==> src/rtl/hd_elastic_buffer_if.sv <==
`default_nettype none
// ============================================================================
// Module      : hd_elastic_buffer_if
// Description : Valid/ready handshake bundle for hd_elastic_buffer.
// Revision    : 1.0 - initial release
// ============================================================================
interface hd_elastic_buffer_if #(
  parameter int DATA_WIDTH = 32
);
  logic [DATA_WIDTH-1:0] data_src;
  logic                  valid;
  logic                  ready_output;
  logic                  valid_output;
  logic                  ready;
  logic [DATA_WIDTH-1:0] data_dest;

  // Master drives the upstream beat and the downstream ready
  modport master (
    output data_src, valid, ready,
    input  ready_output, valid_output, data_dest
  );

  modport slave (
    input  data_src, valid, ready,
    output ready_output, valid_output, data_dest
  );
endinterface
`default_nettype wire

==> src/rtl/hd_elastic_buffer.sv <==
`default_nettype none
// ============================================================================
// Module      : hd_elastic_buffer
// Description : DEPTH-entry ring elastic buffer with optional zero-latency
//               bypass; port level exists with HD_ELASTIC_BUFFER_LEVEL_EN.
// Revision    : 1.0 - initial release
// ============================================================================
module hd_elastic_buffer #(
  parameter int DATA_WIDTH = 32,
  parameter int DEPTH      = 4,
  parameter int BYPASS     = 1
) (
  input  wire logic                       clk,
  input  wire logic                       rst,
  hd_elastic_buffer_if.slave              bus
`ifdef HD_ELASTIC_BUFFER_LEVEL_EN
  ,
  output logic [$clog2(DEPTH+1)-1:0]      level
`endif
);
  localparam int c_CNT_W = $clog2(DEPTH + 1);
  localparam int c_PTR_W = $clog2(DEPTH);

  logic [DATA_WIDTH-1:0] r_mem [DEPTH];
  logic [c_PTR_W-1:0]    r_wr_ptr;
  logic [c_PTR_W-1:0]    r_rd_ptr;
  logic [c_CNT_W-1:0]    r_count;

  logic w_byp_en;
  logic w_empty;
  logic w_full;
  logic w_bypass;
  logic w_push;
  logic w_pop;

  generate
    if (BYPASS != 0) begin : g_bypass
      assign w_byp_en = 1'b1;
    end else begin : g_registered
      assign w_byp_en = 1'b0;
    end
  endgenerate

  function automatic logic [c_PTR_W-1:0] f_next(input logic [c_PTR_W-1:0] p);
    return (p == c_PTR_W'(DEPTH - 1)) ? '0 : p + 1'b1;
  endfunction

  assign w_empty = (r_count == '0);
  assign w_full  = (r_count == c_CNT_W'(DEPTH));

  // ready_output depends on stored state only, never on ready/valid
  assign bus.ready_output = !w_full;
  assign bus.valid_output = !w_empty || (w_byp_en && bus.valid);
  assign bus.data_dest    = !w_empty ? r_mem[r_rd_ptr]
                          : (w_byp_en ? bus.data_src : '0);

  // A beat only bypasses when nothing is stored, which keeps ordering intact
  assign w_bypass = w_byp_en && w_empty && bus.valid && bus.ready;
  assign w_push   = bus.valid && !w_full && !w_bypass;
  assign w_pop    = !w_empty && bus.ready;

  always_ff @(posedge clk or posedge rst) begin
    if (rst) begin
      r_wr_ptr <= '0;
      r_rd_ptr <= '0;
      r_count  <= '0;
    end else begin
      if (w_push) begin
        r_wr_ptr <= f_next(r_wr_ptr);
      end
      if (w_pop) begin
        r_rd_ptr <= f_next(r_rd_ptr);
      end
      case ({w_push, w_pop})
        2'b10:   r_count <= r_count + 1'b1;
        2'b01:   r_count <= r_count - 1'b1;
        default: r_count <= r_count;
      endcase
    end
  end

  always_ff @(posedge clk) begin
    if (w_push) begin
      r_mem[r_wr_ptr] <= bus.data_src;
    end
  end

`ifdef HD_ELASTIC_BUFFER_LEVEL_EN
  assign level = r_count;
`endif

endmodule
`default_nettype wire

==> src/flat_wrapper.sv <==
// flat-port wrapper written by rule: the top's interface ports become plain ports
module hd_elastic_buffer_flat 
#(
  parameter int DATA_WIDTH = 32,
  parameter int DEPTH      = 4,
  parameter int BYPASS     = 1
)
  (clk, rst, bus_data_src, bus_valid, bus_ready, bus_ready_output, bus_valid_output, bus_data_dest);
  hd_elastic_buffer_if #(.DATA_WIDTH(DATA_WIDTH)) bus_i ();
  input  wire logic clk;
  input  wire logic rst;
  input wire logic [$bits(bus_i.data_src)-1:0] bus_data_src;
  input wire logic [$bits(bus_i.valid)-1:0] bus_valid;
  input wire logic [$bits(bus_i.ready)-1:0] bus_ready;
  output wire logic [$bits(bus_i.ready_output)-1:0] bus_ready_output;
  output wire logic [$bits(bus_i.valid_output)-1:0] bus_valid_output;
  output wire logic [$bits(bus_i.data_dest)-1:0] bus_data_dest;
  assign bus_i.data_src = bus_data_src;
  assign bus_i.valid = bus_valid;
  assign bus_i.ready = bus_ready;
  assign bus_ready_output = bus_i.ready_output;
  assign bus_valid_output = bus_i.valid_output;
  assign bus_data_dest = bus_i.data_dest;
  hd_elastic_buffer #(.DATA_WIDTH(DATA_WIDTH), .DEPTH(DEPTH), .BYPASS(BYPASS)) u_core (.clk(clk), .rst(rst), .bus(bus_i));
endmodule
==> config.mk <==
export PLATFORM = sky130hd
export DESIGN_NAME = hd_elastic_buffer_flat
export DESIGN_NICKNAME = d
export VERILOG_FILES = /design/src/rtl/hd_elastic_buffer_if.sv /design/src/rtl/hd_elastic_buffer.sv /design/src/flat_wrapper.sv
export SDC_FILE = /design/constraint.sdc
export NUM_CORES = 1
export LEC_CHECK = 0
export ABC_AREA = 1
export CORE_MARGIN = 2
export CORE_UTILIZATION = 28
export CTS_CLUSTER_DIAMETER = 150
export CTS_CLUSTER_SIZE = 25
export DETAILED_ROUTE_END_ITERATION = 12
export DONT_BUFFER_PORTS = 1
export GPL_TIMING_DRIVEN = 0
export PLACE_DENSITY = 0.41
export SYNTH_ARGS = -nofsm -noshare
export SYNTH_HDL_FRONTEND = slang
export SYNTH_SLANG_ARGS = --single-unit
==> constraint.sdc <==
create_clock -name clk -period 3.3 [get_ports clk]
set_input_delay 0.66 -clock clk [delete_from_list [all_inputs] [get_ports clk]]
set_output_delay 0.66 -clock clk [all_outputs]
set_load 0.02 [all_outputs]
==> impl_metrics.tcl, run 1 <==
set metrics [dict create \
    combPwrFrac 0.392 \
    layout_min_cycle_time_ns 2.53 \
    synthesis.nets 708 \
    setup_viol 0 \
    hold_viol_final 0 \
    syn_inst 665 \
    switchingPower_mw 2.94 \
    required_ns 2.64 \
    r2r_slack_ns 1.07 \
    status "finished clean" \
    diodes 0 \
    gp_congestion 0.720 \
    start_util 0.286 \
    ys_types 18 \
    cts-root-buf "clkbuf_16" \
    min_period_over_period 0.768 \
    post_cts_resized 0 \
    grt_antenna_before_repair 0 \
    synth_top_family_by_area "simple AND/OR/NAND/NOR gates" \
    area_growth_pct 18.0 \
    r2r-start "u_core.r_count[0]$_DFFE_PP0P_" \
    whs_ns 0.0647 \
    synthesis.area_um2 6260 \
    hold_buffers 0 \
    drc 0 \
    finClkSkew_ns 0.00820 \
    dr_total_vias 4091 \
    hp-class "primary input to async pin" \
    routedWlPerCell_um 15.4 \
    route.antenna.remaining_nets 0 \
    port_buffers 0 \
    max_cap_violations 0 \
    synth_xor_area_frac 0.00280 \
    muxShareOfSynthArea 0 \
    cts_tree "yes" \
    reg2reg_depth 9 \
    grt_usage 0.132 \
    vdd_drop_max_v 0.000597 \
    relSlewSlack 0.543 \
    p_clk_frac 0.286 \
    clock-sinks 135 \
    seq_area_frac_synth 0.642 \
    switching_share 0.404 \
    dieHeight_um 154 \
    die_area_um2 23600 \
    numCtsBuffers 17 \
    grt_max_degree 26 \
    yosys.area_share.simple 0.222 \
    synth_fa_ha_area_frac 0.0152 \
    cts_buffer_depth 2 \
    clkSlewWorstSetupHoldPaths_ns 0.06 \
    die_width_um 154 \
    pre_cts_slack_ns 0.922 \
    cp_data_arrival_time_ns 1.87 \
    dr.pass1.iters 6 \
    synth-seq-cells 135 \
    critPathLaunchType "register" \
    drt_iter0_markers 169 \
    power.leakage_nw 3.42 \
    internal_power_mw 4.34 \
    path_max_fanout 10 \
    fill_cells 2244 \
    p_per_area_nw_per_um2 985 \
    drive_gt1_frac 0.103 \
    htreeDepth 4 \
    syn_avg_cell_area_um2 9.41 \
    insertion_delay_ns 0.42 \
    grt_setup_unrepaired "false" \
    core-area_um2 21900 \
    ys_warn_count 0 \
    hpwl_um 9730 \
    post_cts_buffers 0 \
    r2r_end "u_core.r_count[2]$_DFFE_PP0P_" \
    grt_pass1_vias 4024 \
    setup_ws_ns 0.767 \
    finalSetupTns_ns 0 \
    end_kind "primary output" \
    synth-compound-area-share 0.00240 \
    drv_slew 0 \
    power_mw 7.28 \
    num_io_pins 70 \
    vias_per_cell 4.17 \
    grt_pass1_wl_um 23300 \
    worstMarginPinSlew_ns 0.684 \
    drt-total-wl_um 15100 \
    fmax_ghz 0.395 \
    power_frac_seq 0.321 \
    path_class "register to primary output" \
    grt_overflow 0 \
    num-nets-final 731 \
    rows 54 \
]
-- state kept, by name, indices dropped and copies added, names as in the netlist --
name and flops:
u_core.r_wr_ptr 2, u_core.r_rd_ptr 2, u_core.r_mem 128, u_core.r_count 3
-- metal layers --
layer / global-route usage / routed length, µm / up-vias / part of all wire
met1: 0.168 / 6970 / 1903 / 0.46
met4: 0.0472 / 235 / 0 / 0.016
met2: 0.217 / 7110 / 78 / 0.47
met3: 0.0347 / 786 / 16 / 0.052
met5: 0 / 0 / - / 0
li1: - / - / 2094 / -
-- synth_stat cells --
cell type	instances	area (µm²)
nand2_1	272	1020
inv_1	144	541
edfxtp_1	128	3840
nand3_1	66	330
buf_2	15	75.1
buf_4	7	52.6
dfrtp_1	7	175
ha_1	6	75.1
buf_6	4	45.0
nor2_1	4	15.0
o21ai_0	3	15.0
inv_2	2	7.51
or2_2	2	12.5
fa_1	1	20.0
nand2_2	1	6.26
nor2_2	1	6.26
xnor2_1	1	8.76
xor2_1	1	8.76
-- worst max-delay path by stage --
stage	start	end	cells after the start
after global routing	u_core.r_count[0]$_DFFE_PP0P_	bus_data_dest[19]	6
after CTS	u_core.r_count[0]$_DFFE_PP0P_	bus_data_dest[19]	6
after floorplan	bus_ready	u_core.r_mem[0][0]$_DFFE_PP_	5
after detailed placement	bus_ready	u_core.r_mem[0][17]$_DFFE_PP_	6
after global placement	bus_ready	u_core.r_mem[1][17]$_DFFE_PP_	5
final	u_core.r_count[0]$_DFFE_PP0P_	bus_data_dest[19]	6
-- power by group through the flow --
| stage | Sequential [mW] | Combinational, mW | Clock (mW) |
|---|---|---|---|
| 6_report | 2.34 | 2.86 | 2.08 |
| 5_1_grt | 2.37 | 3.24 | 2.19 |
| 4_1_cts | 2.34 | 2.96 | 2.12 |
| 3_5_place_dp | 2.37 | 2.95 | 0 |
| 3_3_place_gp | 2.40 | 2.82 | 0 |
| 2_1_floorplan | 2.36 | 2.10 | 0 |
-- placed cells by master (no fill, tap or decap) --
cell          n
nand2_1     272
inv_1       144
edfxtp_1    128
nand3_1      66
clkbuf_16    17
buf_2        15
buf_4         7
dfrtp_1       7
ha_1          6
bufinv_16     5
buf_6         4
nor2_4        4
clkinvlp_4    4
o21ai_0       3
inv_6         3
or2_2         2
inv_2         2
clkinv_2      2
buf_16        2
buf_12        2
xnor2_1       1
nor2_2        1
nand2_2       1
xor2_1        1
fa_1          1
clkinv_4      1
-- cells by family (layout without fill, tap and decap cells) --
kind of cell	after synthesis	after routing
XOR/XNOR	2	2
AND/OR/NAND/NOR	346	346
AO/OA/AOI/OAI	3	3
adder cells (fa/ha/maj)	7	7
flip-flops	135	135
buffers and inverters	172	208
-- metrics by stage --
step | std cells | util | instance area, µm²
floorplan | 665 | - | 6260
global placement | 945 | 0.302 | 6610
detailed placement | 949 | 0.308 | 6730
CTS | 981 | 0.337 | 7380
global route | 981 | 0.337 | 7380
finish | 981 | 0.337 | 7380
-- worst max-delay path, stage by stage (launching register included) --
cell and delay, ns:
dfrtp_1 0.41, nor2_2 0.19, nand2_2 0.17, inv_2 0.15
buf_4 0.22, nand2_1 0.08, nand2_1 0.23
-- final cells by class --
cell class              count  area, µm²  share of cell area
flip-flops and latches    135       4020               0.544
multi-input cells         358       1550               0.210
inverters                 146        548              0.0742
clock buffers              17        425              0.0576
well taps                 280        350              0.0474
clock inverters            15        225              0.0305
plain buffers              26        173              0.0234
repair buffers              4       95.1              0.0129
No activity file was read; power rests on OpenSTA's default activity.
==> run 2: changes to the inputs <==
- PLACE_DENSITY: 0.41 -> 0.43
- clock period: 3.3 -> 2.3 ns (I/O delays scaled with it)
==> impl_metrics.tcl, run 2 (synthesized netlist as in run 1, its figures left out) <==
set metrics [dict create \
    fmax_ghz 0.457 \
    num_io_pins 70 \
    routedWlPerCell_um 15.2 \
    drc 0 \
    hp-class "primary input to register" \
    multi_input_area_um2 1570 \
    vdd_drop_max_v 0.000778 \
    hold_viol_final 0 \
    required_ns 1.84 \
    insertion_delay_ns 0.42 \
    whs_ns 0.133 \
    min_period_over_period 0.951 \
    cp_data_arrival_time_ns 1.73 \
    cts-root-buf "clkbuf_16" \
    gp_congestion 0.716 \
    fill_cells 2220 \
    reg2reg_depth 9 \
    num-nets-final 732 \
    die_area_um2 23600 \
    path_class "register to primary output" \
    core-area_um2 21900 \
    critPathMaxStageDelay_ns 0.43 \
    relSlewSlack 0.562 \
    grt_max_degree 22 \
    drt_iter0_markers 181 \
    final_cell_mix "268 x nand2_1, 143 x inv_1, 128 x edfxtp_1" \
    hpwl_um 9580 \
    drive_gt1_frac 0.107 \
    clock-sinks 135 \
    route.antenna.remaining_nets 0 \
    grt_usage 0.131 \
    layout_min_cycle_time_ns 2.19 \
    power.leakage_nw 3.40 \
    final_common_cell "nand2_1" \
    drv_slew 0 \
    dieHeight_um 154 \
    grt_overflow 0 \
    clkSlewWorstSetupHoldPaths_ns 0.06 \
    cts_buffer_depth 2 \
    rows 54 \
    seq_area_um2 4020 \
    drt-total-wl_um 14900 \
    area_growth_pct 17.7 \
    dr_total_vias 4096 \
    finClkSkew_ns 0.0151 \
    path_cells "nor2_4 > nand2_4 > inv_2 > buf_4 > nand2_1 > nand2_1" \
    reg_top3 "u_core.r_mem (128), u_core.r_count (3)" \
    grt_pass1_wl_um 23200 \
    port_buffers 0 \
    start_util 0.286 \
    p_per_area_nw_per_um2 1390 \
    vias_per_cell 4.18 \
    status "finished clean" \
    grt_pass1_vias 4077 \
    critPathLaunchType "register" \
    regMostFlops "u_core.r_mem" \
    max_cap_violations 0 \
    diodes 0 \
    dr.pass1.iters 5 \
    post_cts_buffers 0 \
    largest_reg_flops 128 \
    end_kind "primary output" \
    htreeDepth 4 \
    hold_path_depth 0 \
    cpMaxStageDelayCell "dfrtp_1" \
    grt_antenna_before_repair 0 \
    worst_path_most_repeated_cell "nand2_1" \
    cts_tree "yes" \
    path_max_fanout 10 \
    numCtsBuffers 17 \
    finalSetupTns_ns 0 \
    die_width_um 154 \
    setup_viol 0 \
    worstMarginPinSlew_ns 0.655 \
]
[run 2: cell types whose count changed in the layout (fill, tap and decap cells not counted), moves of 2 or more]
cell / delta
buf_2: -7
clkbuf_4: +5
nand2_2: +3
bufinv_16: -2
inv_6: -2
clkbuf_1: +2
nand2_1: -4
[run 2: worst paths after layout]
path | to | slack [ns] | start
max | bus_data_dest[30] | 0.11 | u_core.r_count[0]$_DFFE_PP0P_
min | u_core.r_mem[2][12]$_DFFE_PP_ | 0.13 | bus_data_src[12]
max reg2reg | u_core.r_count[2]$_DFFE_PP0P_ | 0.27 | u_core.r_count[0]$_DFFE_PP0P_
min reg2reg | u_core.r_wr_ptr[1]$_DFFE_PP0P_ | 0.55 | u_core.r_wr_ptr[1]$_DFFE_PP0P_
max in group asynchronous | u_core.r_rd_ptr[0]$_DFFE_PP0P_ | 1.61 | rst
min in group asynchronous | u_core.r_count[2]$_DFFE_PP0P_ | 0.43 | rst
[run 2: cell type report]
| type | count | area share |
|---|---|---|
| Sequential cell | 135 | 0.546 |
| Multi-Input combinational cell | 358 | 0.213 |
| Inverter | 146 | 0.0744 |
| Clock buffer | 19 | 0.0588 |
| Tap cell | 280 | 0.0476 |
| Buffer | 26 | 0.0263 |
| Clock inverter | 12 | 0.0207 |
| Timing Repair Buffer | 5 | 0.0133 |
[run 2: worst max-delay path: cells and delay by family (launching register included)]
| kind | cells | cell delay (ns) |
|---|---|---|
| buffers and inverters | 2 | 0.32 |
| flip-flops | 1 | 0.43 |
| AND/OR/NAND/NOR | 4 | 0.54 |
[run 2: power by group]
part           internal [mW]  switching [mW]  leakage, nW
clock                   1.69            1.01        0.275
combinational           1.12            3.02         1.88
sequential              3.22           0.141         1.25
[run 2: layer usage]
metal	share of wire	GRT usage	vias up
met1	0.44	0.153	1912
li1	-	-	2092
met2	0.49	0.227	72
met4	0.018	0.0446	0
met3	0.049	0.0423	20
met5	0	0	-
[run 2: repair_timing]
| action | 4_1_cts | 5_1_grt |
|---|---|---|
| gates cloned | 0 | 0 |
| gates resized for setup | 2 | 16 |
| endpoints found under the hold margin | 7 | 0 |
| hold buffers | 1 | 0 |
| endpoints found under the setup margin | 2 | 33 |
[run 2: through the flow]
stage | area, µm² | power [mW] | cells | utilization | setup slack [ns]
floorplan | 6260 | 6.40 | 665 | - | -0.244
global placement | 6610 | 7.45 | 945 | 0.302 | -1.76
detailed placement | 6730 | 7.60 | 949 | 0.307 | 0.102
CTS | 7330 | 10.3 | 981 | 0.335 | 0.00708
global route | 7360 | 11.0 | 981 | 0.336 | -0.000261
finish | 7360 | 10.2 | 981 | 0.336 | 0.113
